<file path="config.mk">
export PLATFORM = sky130hd
export DESIGN_NAME = spram_fifo_arb
export DESIGN_NICKNAME = d
export VERILOG_FILES = /design/src/rtl/spram_fifo_pkg.sv /design/src/rtl/spram_sp.sv /design/src/rtl/spram_fifo_arb.sv
export SDC_FILE = /design/constraint.sdc
export NUM_CORES = 1
export LEC_CHECK = 0
export BUFFER_PORTS_ARGS = -buffer_cell sky130_fd_sc_hd__buf_4
export CAP_MARGIN = 20
export CORE_MARGIN = 5
export CORE_UTILIZATION = 44
export DETAILED_ROUTE_END_ITERATION = 12
export SKIP_CTS_REPAIR_TIMING = 1
export SLEW_MARGIN = 15
export SYNTH_ARGS = -nofsm -noshare
export SYNTH_HDL_FRONTEND = slang
export SYNTH_SLANG_ARGS = --single-unit
</file>
<file path="constraint.sdc">
create_clock -name clk -period 3.2 [get_ports clk]
set_input_delay 0.16 -clock clk [delete_from_list [all_inputs] [get_ports clk]]
set_output_delay 0.16 -clock clk [all_outputs]
set_load 0.005 [all_outputs]
</file>
<file path="src/rtl/spram_fifo_pkg.sv">
// Shared types and index helpers for the single-port-RAM FIFO.
// Provides instruction bit positions, arbiter priority type and count width.
package spram_fifo_pkg;

    typedef enum logic {
        PRIO_READ  = 1'b0,
        PRIO_WRITE = 1'b1
    } prio_e;

    function automatic int inst_we_bit(input int dw);
        return dw + 1;
    endfunction

    function automatic int inst_re_bit(input int dw);
        return dw;
    endfunction

    function automatic int cnt_width(input int depth);
        return $clog2(depth) + 1;
    endfunction

endpackage

</file>
<file path="src/rtl/spram_sp.sv">
// Single-port RAM, synchronous read, no reset on storage or output.
// Ports: clk, en, we, addr, din, dout (updated only on read access).
module spram_sp #(
    parameter int DW = 8,
    parameter int AW = 3
) (
    input  logic          clk,
    input  logic          en,
    input  logic          we,
    input  logic [AW-1:0] addr,
    input  logic [DW-1:0] din,
    output logic [DW-1:0] dout
);

    logic [DW-1:0] mem [2**AW];

    always_ff @(posedge clk) begin
        if (en) begin
            if (we) mem[addr] <= din;
            else    dout      <= mem[addr];
        end
    end

endmodule

</file>
<file path="src/rtl/spram_fifo_arb.sv">
// FIFO over one single-port RAM, fed by {WE,RE,DI} instruction words,
// with fair write/read arbitration, occupancy count and threshold flags.
// Ports: clk, rst (async high), inst, wr_ack, rd_ack, DO, read_valid,
//   full, empty, almost_full, almost_empty, count.
// Optional (SPFIFO_ERR_FLAGS_EN): ovf_err, udf_err sticky flags, err_clr.
module spram_fifo_arb
    import spram_fifo_pkg::*;
#(
    parameter int DATA_WIDTH = 8,
    parameter int DEPTH      = 8,
    parameter int AF_MARGIN  = 1,
    parameter int AE_MARGIN  = 1
) (
    input  logic                         clk,
    input  logic                         rst,
    input  logic [DATA_WIDTH+1:0]        inst,
    output logic                         wr_ack,
    output logic                         rd_ack,
    output logic [DATA_WIDTH-1:0]        DO,
    output logic                         read_valid,
    output logic                         full,
    output logic                         empty,
    output logic                         almost_full,
    output logic                         almost_empty,
`ifdef SPFIFO_ERR_FLAGS_EN
    output logic                         ovf_err,
    output logic                         udf_err,
    input  logic                         err_clr,
`endif
    output logic [cnt_width(DEPTH)-1:0]  count
);

    localparam int AW     = $clog2(DEPTH);
    localparam int CW     = cnt_width(DEPTH);
    localparam int WE_BIT = inst_we_bit(DATA_WIDTH);
    localparam int RE_BIT = inst_re_bit(DATA_WIDTH);

    localparam logic [CW-1:0] FULL_C = CW'(DEPTH);
    localparam logic [CW-1:0] AF_C   = CW'(DEPTH - AF_MARGIN);
    localparam logic [CW-1:0] AE_C   = CW'(AE_MARGIN);

    logic [AW-1:0]         wr_ptr;
    logic [AW-1:0]         rd_ptr;
    logic [CW-1:0]         cnt;
    prio_e                 prio;
    logic                  rv_q;
    logic [DATA_WIDTH-1:0] do_q;
    logic [DATA_WIDTH-1:0] ram_dout;

    logic we_req;
    logic re_req;
    logic wr_elig;
    logic rd_elig;
    logic conflict;

    // Flags come from the count register only.
    assign full         = (cnt == FULL_C);
    assign empty        = (cnt == '0);
    assign almost_full  = (cnt >= AF_C);
    assign almost_empty = (cnt <= AE_C);
    assign count        = cnt;
    assign read_valid   = rv_q;

    // RAM output is live only on the cycle after a read; otherwise
    // present the last delivered word, which is reset to zero.
    assign DO = rv_q ? ram_dout : do_q;

    always_comb begin
        we_req   = inst[WE_BIT];
        re_req   = inst[RE_BIT];
        wr_elig  = we_req & ~full;
        rd_elig  = re_req & ~empty;
        conflict = wr_elig & rd_elig;
        wr_ack   = wr_elig & (~rd_elig | (prio == PRIO_WRITE));
        rd_ack   = rd_elig & (~wr_elig | (prio == PRIO_READ));
    end

    spram_sp #(
        .DW (DATA_WIDTH),
        .AW (AW)
    ) u_ram (
        .clk  (clk),
        .en   (wr_ack | rd_ack),
        .we   (wr_ack),
        .addr (wr_ack ? wr_ptr : rd_ptr),
        .din  (inst[DATA_WIDTH-1:0]),
        .dout (ram_dout)
    );

    always_ff @(posedge clk or posedge rst) begin
        if (rst) begin
            wr_ptr <= '0;
            rd_ptr <= '0;
            cnt    <= '0;
            prio   <= PRIO_READ;
            rv_q   <= 1'b0;
            do_q   <= '0;
        end else begin
            if (wr_ack) wr_ptr <= wr_ptr + 1'b1;
            if (rd_ack) rd_ptr <= rd_ptr + 1'b1;
            if (wr_ack)      cnt <= cnt + 1'b1;
            else if (rd_ack) cnt <= cnt - 1'b1;
            // The side just served yields on the next conflict.
            if (conflict)
                prio <= (prio == PRIO_READ) ? PRIO_WRITE : PRIO_READ;
            rv_q <= rd_ack;
            if (rv_q) do_q <= ram_dout;
        end
    end

`ifdef SPFIFO_ERR_FLAGS_EN
    // A new violation outranks a simultaneous clear.
    always_ff @(posedge clk or posedge rst) begin
        if (rst) begin
            ovf_err <= 1'b0;
            udf_err <= 1'b0;
        end else begin
            if (we_req & full)  ovf_err <= 1'b1;
            else if (err_clr)   ovf_err <= 1'b0;
            if (re_req & empty) udf_err <= 1'b1;
            else if (err_clr)   udf_err <= 1'b0;
        end
    end
`endif

endmodule

</file>
==> flow_metrics.tcl <==
set metrics [dict create \
    status "finished, final reports clean" \
    grt_pass1_wl_microns 12600 \
    cts.path.max_buffers 2 \
    p_comb_frac 0.376 \
    fillers 761 \
    drcViolationCount 0 \
    cp-end-kind "flip-flop" \
    synth_common_cells "72 x edfxtp_1, 32 x a21boi_0, 23 x and3_1" \
    worst_slew_pin_slew_ps 758 \
    cts_tree "done" \
    ys_seq_area_frac 0.662 \
    hp-class "in -> reg" \
    wl_per_cell_microns 17.8 \
    num_rows 34 \
    synth_flop_cell "edfxtp_1" \
    pre_cts_ws_ps 538 \
    fin_crit_ps 2660 \
    start_util 0.457 \
    drv_cap 0 \
    gp_congestion 0.812 \
    setup_ws_ps 537 \
    ys_types 36 \
    worst-path-buf-inv 2 \
    switching_share 0.358 \
    finClkSkew_ps 9.75 \
    async_reset_ff_frac 0.217 \
    clk_latency_ps 370 \
    grt_max_degree 65 \
    fin_tns_setup_ps 0 \
    p_switching_w 0.00149 \
    power.internal_w 0.00266 \
    powerDensity_nw_per_um2 893 \
    synth_seq_cells 92 \
    synth_top_area_share 0.537 \
    dp_hpwl_microns 5470 \
    drv_slew 0 \
    cp-start-kind "flip-flop" \
    htreeDepth 3 \
    arrival_ps 2730 \
    io_pins 31 \
    ant_nets 0 \
    synth_edf_count 72 \
    seqPwrFrac 0.438 \
    die_x_microns 106 \
    hold_viol_final 0 \
    grt_usage 0.149 \
    finalSetupViolCount 0 \
    syn_nets 309 \
    yosys-top-cells-area "edfxtp_1 54%, dfrtp_1 12%, a21boi_0 6.0%" \
    syn_area_sq_um 4020 \
    viasPerCell 5.39 \
    dieHeight_microns 106 \
    yosys_warnings 0 \
    p_leak_nw 1.78 \
    cts-root-buf "clkbuf_8" \
    synthToLayoutAreaGrowth_pct 15.5 \
    drt_iter0_markers 141 \
    period_share 0.832 \
    syn_inst 292 \
    overflow 0 \
    cts_made_buffers 9 \
    worst_slew_margin_rel 0.494 \
    cp_top_family "simple AND/OR/NAND/NOR gates" \
    critical_path.max_stage_delay_ps 450 \
    fin_nets 351 \
    crit_type "reg -> reg" \
    clkPwrFrac 0.186 \
    totalWireLength_microns 7980 \
    dieArea_sq_um 11200 \
    syn_avg_cell_area_sq_um 13.8 \
    grt_pass1_vias 2386 \
    rsz0062_at_grt "false" \
    drive_gt1_frac 0.265 \
    fp.coreArea_sq_um 8810 \
    cts.clk_slew.worst_paths_ps 100 \
    required_ps 3270 \
    portBuffers 30 \
    synth_most_common_cell "edfxtp_1" \
    diodes 0 \
    slowest_stage "dfrtp_1" \
    peakVddDrop_uv 347 \
    antenna_found_initial 0 \
    clkSinkCount 92 \
    crit_chain "inv_1, ha_1, nor2b_1, o2111ai_4, buf_4, and3_1, o21ai_0, nand4_1" \
    num_vias 2410 \
    crit_fanout 30 \
    fmax_mhz 376 \
    drtPass1Iterations 4 \
    yosysTopAreaCell "edfxtp_1" \
]
==> cell families (layout without fill, tap and decap cells) <==
group,count (synthesis),count (layout),synth area share
buffers and inverters,23,70,0.0292
DFF,92,92,0.662
and+or+nand+nor,75,75,0.111
xor gates and xnor gates,8,8,0.0174
adders and majority gates,5,5,0.0155
AOI/OAI and AO/OA,74,74,0.124
muxes,15,15,0.0414
==> worst paths after layout <==
kind                                         start                        end  slack (ps)  cells past startpoint
hold reg to reg            u_ram.dout[4]$_DFFE_PP_          do_q[4]$_DFF_PP0_         500                      1
min in group asynchronous                      rst          do_q[4]$_DFF_PP0_         480                      3
max in group asynchronous                      rst      rd_ptr[1]$_DFFE_PP0P_        2250                      3
setup / recovery              count[0]$_DFFE_PP0P_    u_ram.dout[1]$_DFFE_PP_         540                      8
hold / removal                             inst[3]  u_ram.mem[2][3]$_DFFE_PP_          30                      1
setup reg to reg              count[0]$_DFFE_PP0P_    u_ram.dout[1]$_DFFE_PP_         540                      8
==> placed cells by master (no fill, tap or decap), types with 2 or more instances in the layout <==
cell type,instances
nand4_1,8
nor3_1,5
nor2b_1,5
o21ai_0,18
and3_2,9
xnor2_1,8
nand3_1,2
mux2i_1,4
nor2_1,5
ha_1,5
mux2_2,10
clkbuf_8,9
o21ai_1,16
dfrtp_1,20
a21boi_0,32
nand2_1,9
nand2b_1,5
edfxtp_1,72
buf_4,47
and3_1,23
inv_1,6
inv_8,4
==> power groups by stage <==
stage          combinational, W  sequential [W]  clock (W)
2_1_floorplan           0.00105         0.00177          0
3_5_place_dp            0.00157         0.00184          0
6_report                0.00156         0.00182   0.000771
5_1_grt                 0.00172         0.00186   0.000843
4_1_cts                 0.00157         0.00182   0.000791
3_3_place_gp            0.00156         0.00184          0
==> metrics by stage <==
stage	util	hold slack, ps	cell area, sq um	instances	total power (W)
after floorplan	-	124	4020	292	0.00282
final	0.528	34.2	4650	447	0.00415
after CTS	0.526	-58.2	4640	446	0.00418
after detailed placement	0.504	349	4430	430	0.00341
after global routing	0.528	23.2	4650	447	0.00442
after global placement	0.504	352	4430	430	0.00339
==> final cells by class <==
cell class / count / area, sq um / area share
sequential: 92 / 2660 / 0.573
clock inverter: 7 / 77.6 / 0.0167
timing repair buffer: 48 / 363 / 0.0781
multi-input combinational: 177 / 1260 / 0.271
tap: 108 / 135 / 0.0291
inverter: 6 / 22.5 / 0.00485
clock buffer: 9 / 124 / 0.0267
==> state kept, by name, summed over array words and instances, names as in the netlist <==
signal / count
prio: 1
read_valid: 1
count: 4
rd_ptr: 3
wr_ptr: 3
u_ram.dout: 8
do_q: 8
u_ram.mem: 64
==> layer usage <==
metal | wire, microns | vias to the layer above | global-route usage
li1 | - | 1181 | -
met1 | 3870 | 1161 | 0.204
met2 | 3690 | 56 | 0.237
met3 | 295 | 12 | 0.0293
met4 | 117 | 0 | 0.0537
met5 | 0 | - | 0
Note: power is estimated with default switching activity, not from simulation.
